--- src/rtl/mtr_drv_pkg.sv ---
// ---------------------------------------------------------------------------
// mtr_drv_pkg
//   Types and constants shared between the commutation block and the PWM
//   phase driver.
//
//   sel_t        per-phase drive mode coming from the commutation block
//   gate_pair_t  high/low gate pair for one phase
//   gate_map()   maps a phase mode and the PWM carrier to the desired gates
//   PWM_W        carrier / duty width (2048-clock period)
//   DUTY_CLAMP   largest duty loaded when PWM_DUTY_CLAMP_EN is defined
// ---------------------------------------------------------------------------
package mtr_drv_pkg;

    localparam int PWM_W = 11;
    localparam logic [PWM_W-1:0] DUTY_CLAMP = 11'h7C0;

    typedef enum logic [1:0] {
        HIGHZ = 2'b00,
        REV   = 2'b01,
        FWD   = 2'b10,
        REGEN = 2'b11
    } sel_t;

    typedef struct packed {
        logic high;
        logic low;
    } gate_pair_t;

    // Desired gate state of one phase before dead-time insertion.
    function automatic gate_pair_t gate_map(input sel_t sel, input logic pwm);
        gate_pair_t g;
        g = '0;
        case (sel)
            HIGHZ: g = '0;
            REV: begin
                g.high = ~pwm;
                g.low  = pwm;
            end
            FWD: begin
                g.high = pwm;
                g.low  = ~pwm;
            end
            REGEN: begin
                g.high = 1'b0;
                g.low  = pwm;
            end
            default: g = '0;
        endcase
        return g;
    endfunction

endpackage

--- src/rtl/pwm_phase_drv_if.sv ---
// ---------------------------------------------------------------------------
// pwm_phase_drv_if
//   Bundle between the commutation block (master) and the PWM phase driver
//   (slave).
//
//   duty                    master->slave  11-bit duty, high clocks/period
//   selGrn/selYlw/selBlu    master->slave  per-phase mode (sel_t)
//   PWM_synch               slave->master  one-clock strobe per PWM period
//   high*/low*              slave->master  six gate drives
// ---------------------------------------------------------------------------
interface pwm_phase_drv_if;
    import mtr_drv_pkg::*;

    logic [PWM_W-1:0] duty;
    sel_t             selGrn;
    sel_t             selYlw;
    sel_t             selBlu;
    logic             PWM_synch;
    logic             highGrn;
    logic             lowGrn;
    logic             highYlw;
    logic             lowYlw;
    logic             highBlu;
    logic             lowBlu;

    modport master (
        output duty, selGrn, selYlw, selBlu,
        input  PWM_synch, highGrn, lowGrn, highYlw, lowYlw, highBlu, lowBlu
    );

    modport slave (
        input  duty, selGrn, selYlw, selBlu,
        output PWM_synch, highGrn, lowGrn, highYlw, lowYlw, highBlu, lowBlu
    );

endinterface

--- src/rtl/pwm_phase_drv_nonoverlap.sv ---
// ---------------------------------------------------------------------------
// nonoverlap
//   Dead-time inserter for one half-bridge. Any change of the desired gate
//   pair holds both gates off for DEADTIME clocks; a change during dead time
//   restarts the full count. A desired 1/1 pair is never passed through.
//
//   Parameters: DEADTIME  dead-time in clocks, legal range 1..255
//   Ports:      clk, rst_n (async, active-low)
//               high_in/low_in    desired gate pair (combinational)
//               high_out/low_out  registered, dead-time-safe gate drives
//
//   Timing: turn-off 2 clocks after an input change, turn-on DEADTIME+2.
// ---------------------------------------------------------------------------
module nonoverlap #(
    parameter int DEADTIME = 32
) (
    input  logic clk,
    input  logic rst_n,
    input  logic high_in,
    input  logic low_in,
    output logic high_out,
    output logic low_out
);

    localparam logic [7:0] DEAD_LOAD = 8'(DEADTIME);

    logic [1:0] des_q, des_d;
    logic [1:0] prev_q, prev_d;
    logic [1:0] out_q, out_d;
    logic [7:0] dead_q, dead_d;
    logic       changed;

    always_comb begin
        des_d   = {high_in, low_in};
        prev_d  = des_q;
        changed = (des_q != prev_q);

        if (changed) begin
            dead_d = DEAD_LOAD;
        end else if (dead_q != 8'd0) begin
            dead_d = dead_q - 8'd1;
        end else begin
            dead_d = 8'd0;
        end

        // Outputs are released on the same edge the counter reaches zero,
        // which makes the both-off window exactly DEADTIME clocks long.
        if (dead_d != 8'd0 || des_q == 2'b11) begin
            out_d = 2'b00;
        end else begin
            out_d = des_q;
        end
    end

    always_ff @(posedge clk or negedge rst_n) begin
        if (!rst_n) begin
            des_q  <= 2'b00;
            prev_q <= 2'b00;
            out_q  <= 2'b00;
            dead_q <= 8'd0;
        end else begin
            des_q  <= des_d;
            prev_q <= prev_d;
            out_q  <= out_d;
            dead_q <= dead_d;
        end
    end

    assign high_out = out_q[1];
    assign low_out  = out_q[0];

endmodule

--- src/rtl/pwm_phase_drv.sv ---
// ---------------------------------------------------------------------------
// pwm_phase_drv
//   PWM carrier and three-phase gate driver downstream of the commutation
//   block. A free-running 11-bit counter forms a 2048-clock carrier; duty is
//   shadowed once per period; each phase maps its mode and the PWM signal to
//   a desired gate pair that passes through a dead-time inserter.
//
//   Parameters: DEADTIME   dead-time in clocks (1..255)
//               SYNCH_CNT  carrier count that triggers PWM_synch
//   Ports:      clk        system clock
//               rst_n      asynchronous active-low reset
//               bus        pwm_phase_drv_if.slave: duty, selGrn/Ylw/Blu in;
//                          PWM_synch and the six gate drives out
//
//   Build option: PWM_DUTY_CLAMP_EN -- when defined, the shadowed duty is
//   limited to DUTY_CLAMP so the FWD low side always gets a bootstrap
//   refresh window each period.
// ---------------------------------------------------------------------------
module pwm_phase_drv
    import mtr_drv_pkg::*;
#(
    parameter int               DEADTIME  = 32,
    parameter logic [PWM_W-1:0] SYNCH_CNT = 11'h001
) (
    input logic             clk,
    input logic             rst_n,
    pwm_phase_drv_if.slave  bus
);

    localparam logic [PWM_W-1:0] CNT_MAX = '1;

    function automatic logic [PWM_W-1:0] clamp_duty(input logic [PWM_W-1:0] d);
`ifdef PWM_DUTY_CLAMP_EN
        return (d > DUTY_CLAMP) ? DUTY_CLAMP : d;
`else
        return d;
`endif
    endfunction

    logic [PWM_W-1:0] cnt_q, cnt_d;
    logic [PWM_W-1:0] duty_q, duty_d;
    logic             pwm_sig_q, pwm_sig_d;
    logic             synch_q, synch_d;

    gate_pair_t grn_des, ylw_des, blu_des;
    logic       grn_high, grn_low;
    logic       ylw_high, ylw_low;
    logic       blu_high, blu_low;

    // Carrier, duty shadow and strobe
    always_comb begin
        cnt_d = cnt_q + 11'd1;
        // Loading only on the last count keeps every period at one duty.
        duty_d    = (cnt_q == CNT_MAX) ? clamp_duty(bus.duty) : duty_q;
        pwm_sig_d = (cnt_q < duty_q);
        synch_d   = (cnt_q == SYNCH_CNT);
    end

    always_ff @(posedge clk or negedge rst_n) begin
        if (!rst_n) begin
            cnt_q     <= '0;
            duty_q    <= '0;
            pwm_sig_q <= 1'b0;
            synch_q   <= 1'b0;
        end else begin
            cnt_q     <= cnt_d;
            duty_q    <= duty_d;
            pwm_sig_q <= pwm_sig_d;
            synch_q   <= synch_d;
        end
    end

    // Desired gate pairs per phase
    assign grn_des = gate_map(bus.selGrn, pwm_sig_q);
    assign ylw_des = gate_map(bus.selYlw, pwm_sig_q);
    assign blu_des = gate_map(bus.selBlu, pwm_sig_q);

    // Dead-time insertion per phase
    nonoverlap #(.DEADTIME(DEADTIME)) u_no_grn (
        .clk      (clk),
        .rst_n    (rst_n),
        .high_in  (grn_des.high),
        .low_in   (grn_des.low),
        .high_out (grn_high),
        .low_out  (grn_low)
    );

    nonoverlap #(.DEADTIME(DEADTIME)) u_no_ylw (
        .clk      (clk),
        .rst_n    (rst_n),
        .high_in  (ylw_des.high),
        .low_in   (ylw_des.low),
        .high_out (ylw_high),
        .low_out  (ylw_low)
    );

    nonoverlap #(.DEADTIME(DEADTIME)) u_no_blu (
        .clk      (clk),
        .rst_n    (rst_n),
        .high_in  (blu_des.high),
        .low_in   (blu_des.low),
        .high_out (blu_high),
        .low_out  (blu_low)
    );

    assign bus.PWM_synch = synch_q;
    assign bus.highGrn   = grn_high;
    assign bus.lowGrn    = grn_low;
    assign bus.highYlw   = ylw_high;
    assign bus.lowYlw    = ylw_low;
    assign bus.highBlu   = blu_high;
    assign bus.lowBlu    = blu_low;

endmodule

--- src/flat_wrapper.sv ---
// flat-port wrapper written by rule: the top's interface ports become plain ports
module pwm_phase_drv_flat import mtr_drv_pkg::*;
#(
    parameter int               DEADTIME  = 32,
    parameter logic [PWM_W-1:0] SYNCH_CNT = 11'h001
)
  (clk, rst_n, bus_duty, bus_selGrn, bus_selYlw, bus_selBlu, bus_PWM_synch, bus_highGrn, bus_lowGrn, bus_highYlw, bus_lowYlw, bus_highBlu, bus_lowBlu);
  pwm_phase_drv_if bus_i ();
  input logic clk;
  input logic rst_n;
  input wire logic [$bits(bus_i.duty)-1:0] bus_duty;
  input wire logic [$bits(bus_i.selGrn)-1:0] bus_selGrn;
  input wire logic [$bits(bus_i.selYlw)-1:0] bus_selYlw;
  input wire logic [$bits(bus_i.selBlu)-1:0] bus_selBlu;
  output wire logic [$bits(bus_i.PWM_synch)-1:0] bus_PWM_synch;
  output wire logic [$bits(bus_i.highGrn)-1:0] bus_highGrn;
  output wire logic [$bits(bus_i.lowGrn)-1:0] bus_lowGrn;
  output wire logic [$bits(bus_i.highYlw)-1:0] bus_highYlw;
  output wire logic [$bits(bus_i.lowYlw)-1:0] bus_lowYlw;
  output wire logic [$bits(bus_i.highBlu)-1:0] bus_highBlu;
  output wire logic [$bits(bus_i.lowBlu)-1:0] bus_lowBlu;
  assign bus_i.duty = bus_duty;
  assign bus_i.selGrn = bus_selGrn;
  assign bus_i.selYlw = bus_selYlw;
  assign bus_i.selBlu = bus_selBlu;
  assign bus_PWM_synch = bus_i.PWM_synch;
  assign bus_highGrn = bus_i.highGrn;
  assign bus_lowGrn = bus_i.lowGrn;
  assign bus_highYlw = bus_i.highYlw;
  assign bus_lowYlw = bus_i.lowYlw;
  assign bus_highBlu = bus_i.highBlu;
  assign bus_lowBlu = bus_i.lowBlu;
  pwm_phase_drv #(.DEADTIME(DEADTIME), .SYNCH_CNT(SYNCH_CNT)) u_core (.clk(clk), .rst_n(rst_n), .bus(bus_i));
endmodule
--- config.mk ---
export PLATFORM = sky130hd
export DESIGN_NAME = pwm_phase_drv_flat
export DESIGN_NICKNAME = d
export VERILOG_FILES = /design/src/rtl/mtr_drv_pkg.sv /design/src/rtl/pwm_phase_drv_if.sv /design/src/rtl/pwm_phase_drv_nonoverlap.sv /design/src/rtl/pwm_phase_drv.sv /design/src/flat_wrapper.sv
export SDC_FILE = /design/constraint.sdc
export NUM_CORES = 1
export LEC_CHECK = 0
export CORE_UTILIZATION = 30
export CTS_CLUSTER_SIZE = 28
export DETAILED_ROUTE_END_ITERATION = 8
export HOLD_SLACK_MARGIN = 0.06
export PLACE_DENSITY = 0.48
export REMOVE_ABC_BUFFERS = 1
export SYNTH_ARGS = -nofsm -noshare
export SYNTH_HDL_FRONTEND = slang
export SYNTH_SLANG_ARGS = --single-unit
--- constraint.sdc ---
create_clock -name clk -period 2.3 [get_ports clk]
set_input_delay 0.69 -clock clk [delete_from_list [all_inputs] [get_ports clk]]
set_output_delay 0.69 -clock clk [all_outputs]
set_load 0.02 [all_outputs]
# Word level (Yosys, flattened, before mapping)
# Index checks and enable logic that the tools add are counted.
[word_totals] register_bits=66 input_bits=19 output_inout_bits=7 wordCells=63
[op_classes] addsub=4 n_lt_le_gt_ge=1 eq_ne=17 muxes=12 bitwise=1 reduce_logical=12
[ops] cell="two-way mux 8 bit" n=6
[ops] cell="nonzero test 8 bit" n=6
[ops] cell="one-hot mux 2 bit (4 select lines)" n=3
[ops] cell="subtractor 8 x 1 -> 8 bit, second input constant" n=3
[ops] cell="== test 2 bit, second input constant" n=9
[ops] cell="adder 11 x 1 -> 11 bit, second input constant" n=1
[ops] cell="== test 11 x 1 -> 1 bit, second input constant" n=1
[ops] cell="== test 11 bit, second input constant" n=1
[ops] cell="less-than comparator 11 bit" n=1
[ops] cell="== test 2 x 1 -> 1 bit, second input constant" n=3
[ops] cell="zero test 2 bit" n=3
[ops] cell="two-way mux 2 bit" n=3
[ops] cell="!= test 2 bit" n=3
[ops] cell="logical OR 1 bit" n=3
[ops] cell="NOT 1 bit" n=1

# Depth between registers and ports, before layout
[logic_depth] word_depth=6 ltp_mapped=6 mapped_depth_nobuf=6

# Hierarchy
# A second synthesis with hierarchy kept.
[hier_totals] hier_cells=281 area_unflattened_um2=3263.1
[by_module_without_submodules] module="nonoverlap" instances=3 cells_per_inst=53 area_per_inst_um2=635.6 seq_area_each_um2=350.3
[by_module_without_submodules] module="pwm_phase_drv" instances=1 cells_per_inst=122 area_per_inst_um2=1356.3 seq_area_each_um2=600.6

# Least setup slack after synthesis
# Ideal clock, no wire load.
[synth_timing] path_kind="register to register" start="reg u_core.cnt_q[2]" end="reg u_core.duty_q[10]" setup_ps=127 t_arrival_ps=1457 required_ps=2173 path_slack_ps=716 path_stages_with_launch=6 n_path_buf=1 period_less_slack_ps=1584 cell_sequence="dfrtp_1 and4_1 nand4_2 nor2_2 buf_6 mux2_1"
[synth_between] elab_chain_len=1
[synth_rtl] element="from (decl)" line="pwm_phase_drv.sv:40" rtl="logic [PWM_W-1:0] cnt_q, cnt_d;"
[synth_rtl] element="from (signal assigned)" line="pwm_phase_drv.sv:66" rtl="cnt_q <= cnt_d;"
[synth_rtl] element="== test 11 bit" line="pwm_phase_drv.sv:54" rtl="duty_d = (cnt_q == CNT_MAX) ? clamp_duty(bus.duty) : duty_q;"
[synth_rtl] element="to (signal assigned)" line="pwm_phase_drv.sv:67" rtl="duty_q <= duty_d;"
[synth_rtl] element="to (decl)" line="pwm_phase_drv.sv:41" rtl="logic [PWM_W-1:0] duty_q, duty_d;"
# No other way between the ends.
# A chain may end at the register's enable or synchronous reset.

# Final worst setup path
[layout_timing] start="reg u_core.u_no_grn.out_q[1]" end="out bus_highGrn"
[layout_rtl] element="from (decl)" line="pwm_phase_drv_nonoverlap.sv:29" rtl="logic [1:0] out_q, out_d;"
[layout_rtl] element="from (signal assigned)" line="pwm_phase_drv_nonoverlap.sv:64" rtl="out_q <= out_d;"
[layout_rtl] element="to (decl)" line="flat_wrapper.sv:16" rtl="output wire logic [$bits(bus_i.highGrn)-1:0] bus_highGrn;"
# No word-level cell between the ends.

==> results.md <==
- Clock Tree Buf Depth: 2
- Grt ovf: 0
- Antenna Cells: 0
- Worst-Margin Slew: 0.606 ns
- DRT Wirelength: ~5600 um
- CTS tree: built
- Tcrit/Tclk final: 84.7%
- Post-Layout Cell Count: 454
- Cell leakage power: approximately 1.7 nW
- Pwr per Cell Area: 886 mW/mm^2
- Remaining DRCs: 0
- Hold Crit Class: input pin to async pin
- Layer with the highest usage: met2
- Post-cts sizing count: 0
- CTS H-tree lvls: 3
- Met1 Use GR: 14.3%
- Clk pwr share: about 28%
- Row count: 36
- Vias in the first global route: 2104
- Pre-CTS setup slack: 0.579 ns
- Worst setup path category: register to primary output
- Sw Pwr: roughly 1.1 mW
- Avg Cell Area, Syn: about 11 um^2
- Seq/Total Area, Yosys: 52.9%
- Post-synth EDFFs: 0
- Clk Latency, worst-skew pair: approximately 0.34 ns
- Clk_skew: between 0.005 and 0.006 ns
- Total power: 3.32 mW
- Post-route ant nets: 0
- Fraction of registers with async set/reset: 100%
- Routed len/inst: roughly 12 um
- Design Area, Final: 0.00375 mm^2
- First-pass GRT wire length: 9720 um
- Num CTS Buffers: 9
- # hold bufs at CTS: 0
- Max FO, Critical Path: 1
- Hpwl dp: 3980 um
- Cells along the critical path: clkdlybuf4s50_1
- CP required: 1.61 ns
- CP bufs+invs: 1
- R2r setup slk: 0.58 ns
- Core footprint: ~0.010 mm^2
- Port bufs: 25
- Max incr delay on CP: around 0.6 ns
- Starting density of the core: 31.4%
- YS warnings: 0
- Final hold slack: roughly 0.36 ns
- Clock transition at the registers of the reported paths: roughly 0.070 ns
- Nets: 353
- Final core occ: 37.7%
- Achievable Freq: 513 MHz
- Antenna violations before repair: 0
- Final WS setup: 0.352 ns
- Largest net degree at the start of global routing: 47
- RSZ-0062 raised after global routing: false
- Share of cells above drive strength 1: 10.3%
- Top FF cell, synth: dfrtp_1
- Sw Ratio: 32.3%
- Worst Path Arrival: roughly 1.3 ns
- Seq pwr share: ~45%
- Placed inst area: 0.00356 mm^2
- Die Y: roughly 100 um
- Syn Inst Count: 278
- Slew Limit Fails: 0
- Final setup viols: 0
- Number of synthesized register bits: 66
- Internal: approximately 2.2 mW
- Drt pass-1 iters: 4
- Total setup buffers inserted after CTS: 0
- Total vias in the final route: roughly 2100
- Tmin final: 1.95 ns
- Synth-to-layout area growth: 20.0%
- Routability congestion estimate: roughly 0.74
- Vias per Instance: between 4 and 5
- Hold Violations, Final: 0
- I/O Pins: 26
- Die area: 0.0108 mm^2
- Nature of the critical path endpoint: primary output
- CTS sink count: 66
- Post-Syn Area: about 0.0031 mm^2
- Die Width: 104 um
- Met2 usage: 17.8%
- Crit-path leading delay family: buffers and inverters
- Netlist cell types: a little under 50
- Max-Cap Viols: 0
- Rel. slew slack: 59.3%
- Drt initial violations: 43
- Outcome: completed
- Startpoint Class: register
- Cells after DPL: 438
- Maximum vdd drop: 348 uV
- Comb power frac: 26.8%
- Critical-path top delay cell: clkdlybuf4s50_1
- Setup TNS: 0 ns
- Grt met3 use: approximately 3.5%
- Clk root buf: clkbuf_8
- Gr usage total: 11.4%
-- cells by family after synthesis --
family	share of synthesized area [%]
compound gates	5.93
mux	4.93
flops	52.9
fa+ha+maj	7.21
simple gates	18.2
buf+inv	2.76
xor+xnor	8.13
-- power groups by stage --
stage / Clock, mW / Sequential [mW] / Combinational (mW)
6_report: 0.921 / 1.51 / 0.891
5_1_grt: 1.01 / 1.53 / 1.01
2_1_floorplan: 0 / 1.49 / 0.708
4_1_cts: 0.971 / 1.51 / 0.900
3_3_place_gp: 0 / 1.53 / 0.890
3_5_place_dp: 0 / 1.52 / 0.896
-- registers in the layout, summed over array words and instances (netlist names) --
signal,flops
u_core.u_no_blu.dead_q,8
u_core.u_no_ylw.des_q,2
u_core.cnt_q,11
u_core.u_no_ylw.out_q,2
u_core.u_no_grn.out_q,2
u_core.pwm_sig_q,1
u_core.u_no_ylw.dead_q,8
u_core.u_no_blu.prev_q,2
u_core.u_no_grn.des_q,2
u_core.u_no_grn.prev_q,2
u_core.bus.PWM_synch,1
u_core.u_no_blu.des_q,2
u_core.u_no_grn.dead_q,8
u_core.u_no_blu.out_q,2
u_core.duty_q,11
u_core.u_no_ylw.prev_q,2
-- synthesized netlist by cell type, types with 5 or more instances --
library cell	count	area, um^2
nand2_1	17	63.8
nand2b_1	7	43.8
mux2_1	10	113
xnor2_1	14	123
nor4b_1	6	52.6
inv_1	19	71.3
nor2_1	36	135
nand3_1	10	50.1
o21ai_0	5	25.0
dfrtp_1	66	1650
ha_1	18	225
xor2_1	15	131
-- layout by cell type (no fill, tap or decap), types with 3 or more instances in the layout --
master	n
clkdlybuf4s50_1	24
mux2i_1	3
nand2_1	17
a211oi_1	3
nor3_1	3
dfrtp_1	66
clkinv_2	4
a21oi_1	3
nand4_1	3
nor3b_1	3
inv_1	19
ha_1	18
xnor2_1	14
nor2_1	36
o21ai_0	5
nor4b_1	6
nor4_1	3
xor2_1	15
nand3_1	10
buf_4	3
mux2_1	10
clkbuf_8	9
nand2b_1	7
-- path summary, 6_finish.rpt --
| path | startpoint | to | cells past startpoint |
|---|---|---|---|
| min in group clk | u_core.u_no_grn.des_q[0] | u_core.u_no_grn.prev_q[0] | 0 |
| setup reg to reg | u_core.cnt_q[2] | u_core.duty_q[0] | 5 |
| hold / removal | rst_n | u_core.u_no_blu.dead_q[6] | 2 |
| max in group asynchronous | rst_n | u_core.u_no_blu.dead_q[5] | 2 |
| setup / recovery | u_core.u_no_grn.out_q[1] | bus_highGrn | 1 |
| hold reg to reg | u_core.u_no_grn.des_q[0] | u_core.u_no_grn.prev_q[0] | 0 |
-- cell type report --
| cell class | count | area [um^2] |
|---|---|---|
| clock inverter | 6 | 57.6 |
| tap | 133 | 166 |
| clock buffer | 10 | 128 |
| fill | 978 | 6210 |
| sequential | 66 | 1650 |
| inverter | 19 | 71.3 |
| multi-input combinational | 191 | 1390 |
| timing repair buffer | 29 | 288 |
-- routing by layer --
layer  up-vias  part of all wire (%)
li1       1035                     -
met1       978                    50
met2        34                    44
met3        11                   3.6
met5         -                     0
met4         0                   2.3
Power figures use the tool's default switching activity.
